===== src/rtl/button_pkg.sv =====
// ============================================================================
// button_pkg
// Shared types and constants for the button press classifier.
// Revision: 1.0
// ============================================================================
`default_nettype none

package button_pkg;

    typedef enum logic [1:0] {
        IDLE    = 2'd0,
        PRESSED = 2'd1,
        HELD    = 2'd2
    } btn_state_t;

    localparam int PRESS_COUNT_W = 8;

    function automatic int max_int(input int a, input int b);
        return (a > b) ? a : b;
    endfunction

endpackage

`default_nettype wire


===== src/rtl/cycle_counter.sv =====
// ============================================================================
// cycle_counter
// Free-running up counter with synchronous clear (priority) and enable.
// Revision: 1.0
// ============================================================================
`default_nettype none

module cycle_counter #(
    parameter int WIDTH = 4
) (
    input  logic             clock,
    input  logic             reset_L,
    input  logic             clear,
    input  logic             enable,
    output logic [WIDTH-1:0] count
);

    always_ff @(posedge clock or negedge reset_L) begin
        if (!reset_L) begin
            count <= '0;
        end else if (clear) begin
            count <= '0;
        end else if (enable) begin
            count <= count + 1'b1;
        end
    end

endmodule

`default_nettype wire


===== src/rtl/button_press_classifier.sv =====
// ============================================================================
// button_press_classifier
// Classifies debounced presses as short/long, emits auto-repeat while held.
// Revision: 1.0
// ============================================================================
`default_nettype none

module button_press_classifier
    import button_pkg::*;
#(
    parameter int LONG_CYCLES   = 24,
    parameter int REPEAT_CYCLES = 8
) (
    input  logic                     clock,
    input  logic                     reset_L,
    input  logic                     debounced,
    output logic                     short_press,
    output logic                     long_press,
    output logic                     repeat_pulse,
    output logic                     released,
    output logic                     busy,
    output logic [PRESS_COUNT_W-1:0] press_count
);

    localparam int CNT_W = $clog2(max_int(LONG_CYCLES, REPEAT_CYCLES) + 1);
    localparam logic [CNT_W-1:0] LONG_LAST   = CNT_W'(LONG_CYCLES - 1);
    localparam logic [CNT_W-1:0] REPEAT_LAST = CNT_W'(REPEAT_CYCLES - 1);

    btn_state_t       state;
    logic [CNT_W-1:0] cnt;
    logic             cnt_clear;
    logic             cnt_en;

    // Every path back to IDLE clears cnt, so an IDLE press counts up from 0 to 1.
    always_comb begin
        cnt_clear = 1'b0;
        cnt_en    = 1'b0;
        case (state)
            IDLE: begin
                cnt_en = debounced;
            end
            PRESSED: begin
                if (debounced && (cnt != LONG_LAST)) cnt_en = 1'b1;
                else                                  cnt_clear = 1'b1;
            end
            HELD: begin
                if (debounced && (cnt != REPEAT_LAST)) cnt_en = 1'b1;
                else                                    cnt_clear = 1'b1;
            end
            default: begin
                cnt_clear = 1'b1;
            end
        endcase
    end

    cycle_counter #(
        .WIDTH (CNT_W)
    ) u_cnt (
        .clock   (clock),
        .reset_L (reset_L),
        .clear   (cnt_clear),
        .enable  (cnt_en),
        .count   (cnt)
    );

    always_ff @(posedge clock or negedge reset_L) begin
        if (!reset_L) begin
            state        <= IDLE;
            short_press  <= 1'b0;
            long_press   <= 1'b0;
            repeat_pulse <= 1'b0;
            released     <= 1'b0;
            press_count  <= '0;
        end else begin
            short_press  <= 1'b0;
            long_press   <= 1'b0;
            repeat_pulse <= 1'b0;
            released     <= 1'b0;
            case (state)
                IDLE: begin
                    if (debounced) state <= PRESSED;
                end
                PRESSED: begin
                    if (debounced) begin
                        if (cnt == LONG_LAST) begin
                            state       <= HELD;
                            long_press  <= 1'b1;
                            press_count <= press_count + 1'b1;
                        end
                    end else begin
                        state       <= IDLE;
                        short_press <= 1'b1;
                        press_count <= press_count + 1'b1;
                    end
                end
                HELD: begin
                    if (debounced) begin
                        if (cnt == REPEAT_LAST) repeat_pulse <= 1'b1;
                    end else begin
                        state    <= IDLE;
                        released <= 1'b1;
                    end
                end
                default: begin
                    state <= IDLE;
                end
            endcase
        end
    end

    assign busy = (state != IDLE);

endmodule

`default_nettype wire


===== config.mk =====
export PLATFORM = sky130hd
export DESIGN_NAME = button_press_classifier
export DESIGN_NICKNAME = d
export VERILOG_FILES = /design/src/rtl/button_pkg.sv /design/src/rtl/cycle_counter.sv /design/src/rtl/button_press_classifier.sv
export SDC_FILE = /design/constraint.sdc
export NUM_CORES = 1
export LEC_CHECK = 0
export CAP_MARGIN = 5
export CORE_UTILIZATION = 55
export CTS_BUF_LIST = sky130_fd_sc_hd__clkbuf_4 sky130_fd_sc_hd__clkbuf_8 sky130_fd_sc_hd__clkbuf_16
export DETAILED_ROUTE_END_ITERATION = 8
export HOLD_SLACK_MARGIN = 0.02
export PLACE_DENSITY = 0.82
export SYNTH_ARGS = -nofsm -noshare
export SYNTH_HDL_FRONTEND = slang
export SYNTH_SLANG_ARGS = --single-unit
export TNS_END_PERCENT = 20

===== constraint.sdc =====
create_clock -name clock -period 4.1 [get_ports clock]
set_clock_uncertainty 0.05 [all_clocks]
set_input_delay 0.615 -clock clock [delete_from_list [all_inputs] [get_ports clock]]
set_output_delay 0.615 -clock clock [all_outputs]
set_load 0.01 [all_outputs]

---- Word-level counts from Yosys, hierarchy flattened ----
Index checks and enable logic that the tools add are counted.
word-level totals
  register bits ........................... 19
  bits in latches ......................... 0
  bits in writable memories ............... 0
  bits in read-only memories .............. 0
  word-level logic and storage cells ...... 50
  memories ................................ 0
operators by class
  add/sub/neg operators ................... 2
  multiply operators ...................... 0
  div/mod/pow operators ................... 0
  order comparisons ....................... 0
  equal/unequal tests ..................... 10
  shift operators ......................... 0
  mux-type cells .......................... 24
  bitwise operators ....................... 0
  reduce and logical (&&, ||, !) cells .... 7
operator list
  operator                                             count
  2-to-1 mux 8 bit                                     2
  2-to-1 mux 1 bit                                     13
  2-to-1 mux 5 bit                                     2
  adder 8 x 1 -> 8 bit, second input constant          1
  2-to-1 mux 2 bit                                     4
  one-hot mux 1 bit (3 select lines)                   2
  one-hot mux 2 bit (3 select lines)                   1
  adder 5 x 1 -> 5 bit, second input constant          1
  equality test 5 x 3 -> 1 bit, second input constant  1
  equality test 5 bit, second input constant           1
  != test 5 x 3 -> 1 bit, second input constant        1
  != test 5 bit, second input constant                 1
  != test 2 bit, second input constant                 2
  nonzero test 2 bit                                   2
  != test 3 bit, second input constant                 1
  AND reduction 3 bit                                  1
  equality test 2 x 1 -> 1 bit, second input constant  1
  equality test 2 bit, second input constant           1
  logical AND 1 bit                                    2
  logical NOT 2 bit                                    1
  != test 2 x 1 -> 1 bit, second input constant        1
  AND reduction 2 bit                                  1

---- Longest topological paths before layout ----
  depth in word-level cells ............... 6
  mapped depth ............................ 4

---- Cells and area by module ----
Synthesis repeated with hierarchy kept, for this count alone.
second synthesis, totals
  cells, all modules ...................... 74
  area, all modules ....................... 882.1 sq um
modules (own cells, without submodules)
  module                   instances  cells each  area each (sq um)  sequential area each (sq um)
  button_press_classifier  1          52          629.4              350.3
  cycle_counter            1          22          252.7              125.1

---- Worst setup path after synthesis ----
No wires, ideal clock.
  kind .................................... reg-to-reg
  start ................................... reg u_cnt.count[0]
  end ..................................... reg press_count[1]
  data arrival time ....................... 1.391 ns
  required time ........................... 3.925 ns
  path slack .............................. 2.534 ns
  stages on the path, launching flop included .. 5
  clock period less this slack ............ 1.566 ns
  path through ............................ dfrtp_1 ha_1 nand4b_4 a21oi_1 mux2_2
between the ends
  longest elaborated chain between the ends .. 3
RTL lines
  what                                     line                           source
  from (decl)                              cycle_counter.sv:15            output logic [WIDTH-1:0] count
  from (signal assigned)                   cycle_counter.sv:24            count <= count + 1'b1;
  equality test 5 bit                      button_press_classifier.sv:85  if (cnt == LONG_LAST) begin
  != test 2 x 1 -> 1 bit (no source line)  -
  AND reduction 2 bit (no source line)     -
  to (signal assigned)                     button_press_classifier.sv:88  press_count <= press_count + 1'b1;
  to (signal assigned)                     button_press_classifier.sv:93  press_count <= press_count + 1'b1;
  to (decl)                                button_press_classifier.sv:22  output logic [PRESS_COUNT_W-1:0] press_count
No other way between the ends.
A chain may end at the register's enable or synchronous reset.

---- Worst setup path after layout ----
  start ................................... reg state[1]
  end ..................................... out busy
between the ends
  longest elaborated chain between the ends .. 1
RTL lines
  what                    line                            source
  from (decl)             button_press_classifier.sv:29   btn_state_t state;
  from (signal assigned)  button_press_classifier.sv:68   state <= IDLE;
  from (signal assigned)  button_press_classifier.sv:81   if (debounced) state <= PRESSED;
  from (signal assigned)  button_press_classifier.sv:86   state <= HELD;
  nonzero test 2 bit      button_press_classifier.sv:111  assign busy = (state != IDLE);
  to (decl)               button_press_classifier.sv:21   output logic busy,
No other way between the ends.

==> results.md <==
* Status: complete, but fails checks
* Violated checks: design-rule violations
* Area grow syn2layout at 19.0%
* Worst path slowest cell: dfrtp_1
* Crit path max-delay family: flip-flops
* Synth Area in Adders at 2.62%
* Grt total ovfl at 0
* # setup viols final at 0
* First-pass GRT wire length at 2.89 mm
* Core footprint at 0.00156 mm2
* Post-route insts no fill at 120
* Crit path time final at 2.28 ns
* WL final at 1.66 mm
* Pre-antenna DRT Iters at 6
* Mean routed wirelength per cell at 13.8 um
* Bufs and invs on worst path at 1
* Setup crit end kind: primary output
* Clock Latency Late Sink at 0.28 ns
* N_diodes at 0
* Clock tree buffer depth at 2
* Number of routed nets with antenna violations at 0
* Crit path cell chain: or2_2 > clkdlybuf4s50_1
* Main combinational cell family by area after synthesis: simple AND/OR/NAND/NOR gates
* Fmax at 439 MHz
* Mapped Cells at 89
* Vias at 685
* Post-route DRC at 1
* Async SR Flop Fraction at 100%
* Worst-path clk slew at 0.10 ns
* Yosys warnings at 0
* CTS tree: done
* Multiplexer area fraction after synthesis at 3.28%
* Vias in the first global route at 672
* Synth Area in Compound Gates at 13.5%
* Post-DP HPWL at 1.20 mm
* # fillers at 110
* Hold Buf Count CTS at 0
* Pwr Density at 526 mW/mm2
* Final period utilization at 55.5%
* Total of max-cap violations at 0
* Max VDD drop at 344 uV
* Die span in x at 43.6 um
* Worst path required time at 3.43 ns
* Dominant synthesized flop cell: dfrtp_1
* Nets at 110
* Slew headroom at 44.7%
* Final Wtd Congestion at 0.820
* CTS root buf: clkbuf_4
* Fin Hold WS at 0.419 ns
* Total clock buffers created by CTS at 3
* Number of gates resized after CTS at 0
* RSZ-0062 raised after global routing: no
* Initial Util at 61.2%
* First-iteration detailed-routing DRC count at 12
* Share of cells above drive strength 1 at 9.62%
* Design Power at 597 uW
* Rows at 14
* Post-Synth Simple-Gate Area at 19.4%
* Mapped Avg Cell Area at 10.7 um2
* Antenna violations before repair at 0
* H-tree lvl count at 1
* Io pins at 16
* Crit-path max cell delay at 0.52 ns
* DIE AREA at 0.00190 mm2
* PortBufs at 15
* Final hold vios at 0
* Die height at 43.6 um
* Setup CP Type: reg -> out
* Area share of the largest cell type after synthesis at 49.9%
* Multi-input logic area at 440 um2
* Mapped Area at 953 um2
* Slew Limit Fails at 0
* GRT Total Usage at 20.2%
* Worst-Margin Slew at 0.826 ns
* Lkg Pwr at 0.000483 uW
* Setup TNS at 0 ns
* DR vias/cell at 5.71
* Post-CTS Setup Bufs at 0
* Critical Path Fanout Max at 14
* Clock sink total at 19
* Worst setup SP type: register
* Worst Hold Class: reg -> reg
* Top post-synthesis cells by area: dfrtp_1 (50%), xor2_1 (4.6%), a21oi_1 (3.1%)
* # placed instances at 116
* Seq/Total Area, Yosys at 49.9%
* Most frequent cell after synthesis: dfrtp_1
* Synth Register Bits at 19
* Top post-synthesis cells by count: dfrtp_1 (19), nand2_1 (7), a21oi_1 (6)
* Arr. time, crit path at 1.61 ns
* Area share of xor/xnor cells in the synthesized design at 7.35%
* Synth area leader: dfrtp_1
* Register area at 475 um2
* Pin count of the biggest net entering global routing at 20
* Post-synth EDFFs at 0
* Syn Nets at 94
* Distinct cells, synth at 31
## report_power, final
group / internal (uW) / leakage (uW) / switching (uW)
Sequential: 235 / 0.000236 / 54.9
Combinational: 117 / 0.000229 / 94.1
Clock: 44.3 / 0.0000184 / 51.4
Total: 396 / 0.000483 / 200
## final timing paths
| path | startpoint | endpoint | slack, ns | depth (start not counted) |
|---|---|---|---|---|
| worst max-delay path | state[1] | busy | 1.82 | 2 |
| worst min-delay path | press_count[7] | press_count[7] | 0.42 | 1 |
| worst max register to register | u_cnt.count[0] | press_count[1] | 2.37 | 4 |
| worst min register to register | press_count[7] | press_count[7] | 0.42 | 1 |
| max in group asynchronous | reset_L | long_press | 2.74 | 1 |
| min in group asynchronous | reset_L | repeat_pulse | 0.75 | 1 |
## layout make-up
class / count / share of cell area [%]
clock buffer: 4 / 2.65
inverter: 5 / 1.65
multi-input combinational: 61 / 38.8
sequential: 19 / 41.9
tap: 16 / 1.76
timing repair buffer: 15 / 13.2
## metal layers
layer | GRT usage, % | wire [um]
met1 | 28.0 | 841
met2 | 32.2 | 755
met3 | 2.50 | 51
met5 | 0 | 0
met4 | 7.50 | 9
## state kept, by name, indices dropped and copies added, names as in the netlist
| register | cells |
|---|---|
| repeat_pulse | 1 |
| released | 1 |
| long_press | 1 |
| state | 2 |
| press_count | 8 |
| short_press | 1 |
| u_cnt.count | 5 |
## kinds of logic (layout without fill, tap and decap cells)
group	after synthesis	after routing
AOI/OAI and AO/OA	17	17
xor gates and xnor gates	8	8
adders and majority gates	2	2
buffers and inverters	9	24
DFF	19	19
muxes	3	3
and+or+nand+nor	31	31
## placed cells by master (no fill, tap or decap), types with 2 or more instances in the layout
master	count
dfrtp_1	19
clkdlybuf4s50_1	15
nand2_1	7
a21oi_1	6
inv_1	5
nor2_1	5
xor2_1	5
nor3_1	4
a211oi_1	4
nand3_1	4
clkbuf_4	4
xnor2_1	3
nand3b_1	2
mux2i_1	2
o21ai_0	2
ha_1	2
## through the flow
stage	cell area, um2	utilization (%)	setup slack, ns
2_1_floorplan	953	-	2.53
3_3_place_gp	1100	70.9	1.85
3_5_place_dp	1100	70.9	1.80
4_1_cts	1130	72.8	1.82
5_1_grt	1130	72.8	1.75
6_report	1130	72.8	1.82
Note: power is estimated with default switching activity, not from simulation.
